## src/rtl/load_store_unit.sv

```systemverilog
// Load/store unit: sequences byte/halfword/word accesses to a word-wide data memory.
// Big-endian byte lanes; sub-word stores are done as read-modify-write.
module load_store_unit (
  input  logic        clk,
  input  logic        reset,
  input  logic        Start,
  input  logic [2:0]  Op,
  input  logic [31:0] Address,
  input  logic [31:0] StoreData,
  output logic [31:0] LoadData,
  output logic        Busy,
  output logic        Done,
  output logic        AddrError,
  output logic [31:0] MemAddress,
  output logic [31:0] MemWriteData,
  output logic        MemRead,
  output logic        MemWrite,
  input  logic [31:0] MemReadData
);

  typedef enum logic [1:0] {IDLE, READ, WRITE, DONE} stateT;

  typedef enum logic [2:0] {
    OP_LB  = 3'b000,
    OP_LH  = 3'b001,
    OP_LW  = 3'b010,
    OP_LBU = 3'b011,
    OP_LHU = 3'b100,
    OP_SB  = 3'b101,
    OP_SH  = 3'b110,
    OP_SW  = 3'b111
  } opT;

  stateT       state, nextState;
  opT          reqOp, opReg;
  logic [31:0] addrReg, storeReg, memWord;
  logic        accept, misaligned, regIsLoad;
  logic [7:0]  loadByte;
  logic [15:0] loadHalf;
  logic [31:0] loadValue, writeWord;

  assign reqOp     = opT'(Op);
  assign accept    = ((state == IDLE) || (state == DONE)) && Start;
  assign regIsLoad = (opReg inside {OP_LB, OP_LH, OP_LW, OP_LBU, OP_LHU});

  // Alignment is judged on the live request so a bad access never touches memory.
  always_comb begin
    // NOTE: every combinational output gets a default first so no path leaves it unassigned (no latch).
    misaligned = 1'b0;
    case (reqOp)
      OP_LH, OP_LHU, OP_SH: misaligned = Address[0];
      OP_LW, OP_SW:         misaligned = |Address[1:0];
      default:              misaligned = 1'b0;
    endcase
  end

  // State register
  always_ff @(posedge clk) begin
    // NOTE: sequential state uses non-blocking assignments so every register samples pre-edge values.
    if (reset) state <= IDLE;
    else       state <= nextState;
  end

  // Next-state logic
  always_comb begin
    nextState = state;
    case (state)
      IDLE, DONE: begin
        if (!Start)                nextState = IDLE;
        else if (misaligned)       nextState = DONE;
        else if (reqOp == OP_SW)   nextState = WRITE;
        else                       nextState = READ;
      end
      READ:    nextState = regIsLoad ? DONE : WRITE;
      WRITE:   nextState = DONE;
      default: nextState = IDLE;
    endcase
  end

  // Moore outputs decoded from the registered state only
  always_comb begin
    Busy         = 1'b0;
    Done         = 1'b0;
    MemRead      = 1'b0;
    MemWrite     = 1'b0;
    MemWriteData = '0;
    case (state)
      READ:  begin Busy = 1'b1; MemRead = 1'b1; end
      WRITE: begin Busy = 1'b1; MemWrite = 1'b1; MemWriteData = writeWord; end
      DONE:  Done = 1'b1;
      default: ;
    endcase
  end

  // Same latched address drives both halves of a read-modify-write.
  assign MemAddress = {2'b00, addrReg[31:2]};

  // Lane extraction: offset 0 is the most significant byte.
  always_comb begin
    loadByte = MemReadData[31:24];
    case (addrReg[1:0])
      2'd0: loadByte = MemReadData[31:24];
      2'd1: loadByte = MemReadData[23:16];
      2'd2: loadByte = MemReadData[15:8];
      2'd3: loadByte = MemReadData[7:0];
      default: ;
    endcase
    loadHalf = addrReg[1] ? MemReadData[15:0] : MemReadData[31:16];
  end

  always_comb begin
    loadValue = MemReadData;
    case (opReg)
      OP_LB:   loadValue = {{24{loadByte[7]}}, loadByte};
      OP_LBU:  loadValue = {24'h0, loadByte};
      OP_LH:   loadValue = {{16{loadHalf[15]}}, loadHalf};
      OP_LHU:  loadValue = {16'h0, loadHalf};
      default: loadValue = MemReadData;
    endcase
  end

  // Store merge: only the addressed lane replaces the captured memory word.
  always_comb begin
    writeWord = memWord;
    case (opReg)
      OP_SB: begin
        case (addrReg[1:0])
          2'd0: writeWord[31:24] = storeReg[7:0];
          2'd1: writeWord[23:16] = storeReg[7:0];
          2'd2: writeWord[15:8]  = storeReg[7:0];
          2'd3: writeWord[7:0]   = storeReg[7:0];
          default: ;
        endcase
      end
      OP_SH: begin
        if (addrReg[1]) writeWord[15:0]  = storeReg[15:0];
        else            writeWord[31:16] = storeReg[15:0];
      end
      OP_SW:   writeWord = storeReg;
      default: ;
    endcase
  end

  // Request latches, captured read word, load result and error flag
  always_ff @(posedge clk) begin
    if (reset) begin
      // NOTE: these are plain registers, not a memory array, so clearing them on reset is cheap and expected.
      opReg     <= OP_LB;
      addrReg   <= '0;
      storeReg  <= '0;
      memWord   <= '0;
      LoadData  <= '0;
      AddrError <= 1'b0;
    end else begin
      AddrError <= accept && misaligned;
      if (accept) begin
        opReg    <= reqOp;
        addrReg  <= Address;
        storeReg <= StoreData;
      end
      if (state == READ) begin
        if (regIsLoad) LoadData <= loadValue;
        else           memWord  <= MemReadData;
      end
    end
  end

  a_noReadWrite : assert property (@(posedge clk) disable iff (reset) !(MemRead && MemWrite));
  a_quietWrData : assert property (@(posedge clk) disable iff (reset) MemWrite || (MemWriteData == '0));

endmodule

```

## config.mk

```make
export PLATFORM = sky130hd
export DESIGN_NAME = load_store_unit
export DESIGN_NICKNAME = d
export VERILOG_FILES = /design/src/rtl/load_store_unit.sv
export SDC_FILE = /design/constraint.sdc
export NUM_CORES = 1
export LEC_CHECK = 0
export ABC_AREA = 1
export CAP_MARGIN = 0
export CELL_PAD_IN_SITES_DETAIL_PLACEMENT = 0
export CELL_PAD_IN_SITES_GLOBAL_PLACEMENT = 1
export CORE_MARGIN = 4
export CORE_UTILIZATION = 33
export CTS_CLUSTER_SIZE = 20
export DETAILED_ROUTE_END_ITERATION = 7
export PLACE_DENSITY = 0.86
export SYNTH_ARGS = -nofsm -noshare
export SYNTH_HDL_FRONTEND = slang
export SYNTH_SLANG_ARGS = --single-unit
```

## constraint.sdc

```tcl
create_clock -name clk -period 1.85 [get_ports clk]
set_input_delay 0.185 -clock clk [delete_from_list [all_inputs] [get_ports clk]]
set_output_delay 0.185 -clock clk [all_outputs]
set_load 0.02 [all_outputs]
```

==> impl_metrics.py <==
metrics = {
    "final_layout": {
        "drive_gt1_share_pct": 18.75,
        "layout.cells.non_filler": 1502,
        "utilization_pct": 51.17,
        "stdcell_area_um2": 10350,
        "nNetsFinal": 1324,
        "fillers": 1998,
        "area_growth_pct": 52.38,
        "antenna_cells": 0,
    },
    "yosys": {
        "synth_warnings": 0,
        "ys_ff_latch": 134,
        "ys_seq_area_share_pct": 39.48,
        "syn_inst": 1012,
        "synth_top_flop_cell": "dfxtp_1",
        "synth-async-reset-ratio_pct": 0,
        "syn-mean-instance-area_um2": 6.715,
        "synthesis.area_um2": 6795,
        "synth_cell_type_count": 33,
        "synth-edff-count": 0,
    },
    "clock_tree": {
        "cts_hold_buffers": 0,
        "clkTransAtPathRegs_ps": 60,
        "tritoncts": "yes",
        "clock_latency_ps": 420,
        "clock-root-buffer": "clkbuf_16",
        "cts_buffers": 17,
        "clock_path_buffers": 2,
        "h-tree-depth": 4,
        "clock_sinks": 134,
    },
    "critical_path": {
        "reg2reg_to": "LoadData[16]",
        "critPathArrivalTime_ps": 1840,
        "rr_startpoint": "opReg[2]",
        "reg2reg_setup_slack_ps": 90,
        "path_max_fanout": 6,
        "reg2reg_depth": 10,
        "startpoint_type": "flop",
        "crit_start": "opReg[2]",
        "endpoint": "MemWriteData[13]",
        "end_kind": "output pin",
        "critPathKind": "flop to output pin",
        "crit_required_ps": 1660,
    },
    "floorplanning": {
        "num_rows": 52,
        "fp.dieH_um": 151.5,
        "io_pins": 203,
        "core_um2": 20230,
        "start_util_pct": 33.58,
        "die_x_um": 151.5,
        "dieArea_um2": 22950,
    },
    "detailed_routing": {
        "ant_nets": 0,
        "vias_per_cell": 4.782,
        "dr.first_iter.drc_count": 548,
        "dr_total_vias": 7182,
        "drcViolationCount": 0,
        "wirelength_mm": 23.75,
        "routedWlPerCell_um": 15.81,
        "drt_first_pass_iters": 5,
    },
    "global_routing": {
        "grt_pass1_wl_mm": 36.68,
        "grt_usage_pct": 20.43,
        "grt_pass1_vias": 6737,
        "grt-ovfl-total": 0,
        "antenna_found_initial": 0,
        "grt_max_degree": 65,
    },
    "run_status": {
        "violations": "negative setup slack",
        "outcome": "finished with violations",
    },
    "placed_design": {
        "dp_slack_ps": -268.6,
        "dp_hpwl_mm": 17.08,
        "gp_congestion": 0.8613,
        "port_buffers": 200,
        "placed_area_um2": 9275,
        "dpl.cell_count": 1465,
    },
    "pwr": {
        "ir_drop_mv": 0.8660,
        "power_leakage_nw": 4.512,
        "p_per_area_nw_per_um2": 1182,
    },
    "timing": {
        "fin_worst_skew_ps": 7.422,
        "hold_viol": 0,
        "max_freq_mhz": 494.9,
        "setup_violations": 32,
        "setup_ws_ps": -170.7,
        "grt_setup_unrepaired": "yes",
        "finalCritPeriodShare_pct": 109.2,
        "fin_crit_ps": 2021,
        "slew_violations": 0,
    },
    "min_path": {
        "min_path_type": "primary input to flop",
    },
    "run": {
        "drv_cap": 0,
    },
}
[placed cells by master, fill, tap and decap left out, types with 34 or more instances in the layout]
cell	count
a21oi_1	66
inv_1	81
nand2_1	188
nand3_1	40
buf_4	66
o21ai_0	140
clkdlybuf4s50_1	164
dfxtp_1	129
nor2_1	118
buf_6	34
[per-layer routing]
layer	wire, µm	vias up	GRT usage [%]
met3	1935	23	5.413
met2	10750	231	32.14
met4	366	0	4.672
met1	10700	3259	28.17
met5	0	-	0
li1	-	3669	-
[state kept, by name (all words and copies together) (netlist names)]
| register | flops |
|---|---|
| storeReg | 32 |
| addrReg | 32 |
| state | 2 |
| AddrError | 1 |
| memWord | 32 |
| opReg | 3 |
| LoadData | 32 |
[layout make-up]
cell class / instances / area, µm² / area share (%)
Inverter: 102 / 407.9 / 3.939
Sequential cell: 134 / 2699 / 26.06
Multi-Input combinational cell: 687 / 3580 / 34.57
Clock buffer: 20 / 446.7 / 4.314
Tap cell: 270 / 337.8 / 3.262
Timing Repair Buffer: 277 / 2740 / 26.46
Clock inverter: 12 / 143.9 / 1.390
[stage by stage]
stage | TNS [ps] | power (mW) | hold WS, ps
floorplan | 0 | 6.714 | 327.1
global placement | -6454 | 8.543 | 455.8
detailed placement | -6660 | 8.588 | 454.9
CTS | -1769 | 12.21 | 368.3
global route | -5135 | 12.96 | 376.3
finish | -2454 | 12.24 | 380.5
[worst max-delay path: stages (launching register included)]
cell and delay, ps:
dfxtp_4 400, nand2_4 70, inv_4 60, nand2_4 60, inv_4 80, nand2_1 80
nand2_2 90, buf_6 140, nand2_2 70, a31oi_4 220, buf_6 150
[report_power, final]
part	internal, mW	leakage [nW]	switching (mW)	total, mW
combinational	2.09	3.13	2.83	4.92
clock	2.05	0.284	1.40	3.45
sequential	3.49	1.10	0.376	3.87
total	7.62	4.51	4.61	12.2
[how the worst min path moves through the flow]
stage | start | end | slack (ps) | depth (start not counted)
5_1_grt | StoreData[19] | storeReg[19] | 380 | 3
6_report | Address[3] | addrReg[3] | 380 | 3
4_1_cts | Address[3] | addrReg[3] | 370 | 3
2_1_floorplan | MemReadData[15] | memWord[15] | 330 | 2
3_5_place_dp | LoadData[0] | LoadData[0] | 450 | 2
3_3_place_gp | LoadData[0] | LoadData[0] | 460 | 2
[cell usage after synthesis (3+ instances only)]
cell type,count,area [µm²]
nand2_1,207,777.0
o21ai_0,142,710.7
dfxtp_1,134,2683
nor2_1,123,461.7
inv_1,90,337.8
a21oi_1,74,370.4
nand3_1,51,255.2
buf_4,39,292.8
clkbuf_1,27,101.4
buf_2,18,90.09
o21a_1,17,127.6
o211ai_1,16,120.1
o21ai_1,14,70.07
inv_2,9,33.78
o21bai_1,9,67.56
a31oi_1,8,50.05
buf_1,6,22.52
nand2_2,4,25.02
ha_1,3,37.54
nand4_1,3,18.77
nor3_1,3,15.01
[what timing repair did]
action                                  CTS  global route
endpoints found under the hold margin     0             0
pin swaps                                10            15
endpoints found under the setup margin   51            53
buffers inserted                          3             2
resized for setup                       255            60
[cells by family (layout without fill, tap and decap cells)]
family | Yosys count | in the layout | share of synthesized area (%)
AND/OR/NAND/NOR | 398 | 398 | 23.97
other | 1 | 2 | 0.05519
flip-flops | 134 | 134 | 39.48
XOR/XNOR | 1 | 1 | 0.1289
buffers and inverters | 192 | 411 | 13.13
adder cells (fa/ha/maj) | 3 | 3 | 0.5524
AO/OA/AOI/OAI | 283 | 283 | 22.68
(Power assumes the default switching activity.)
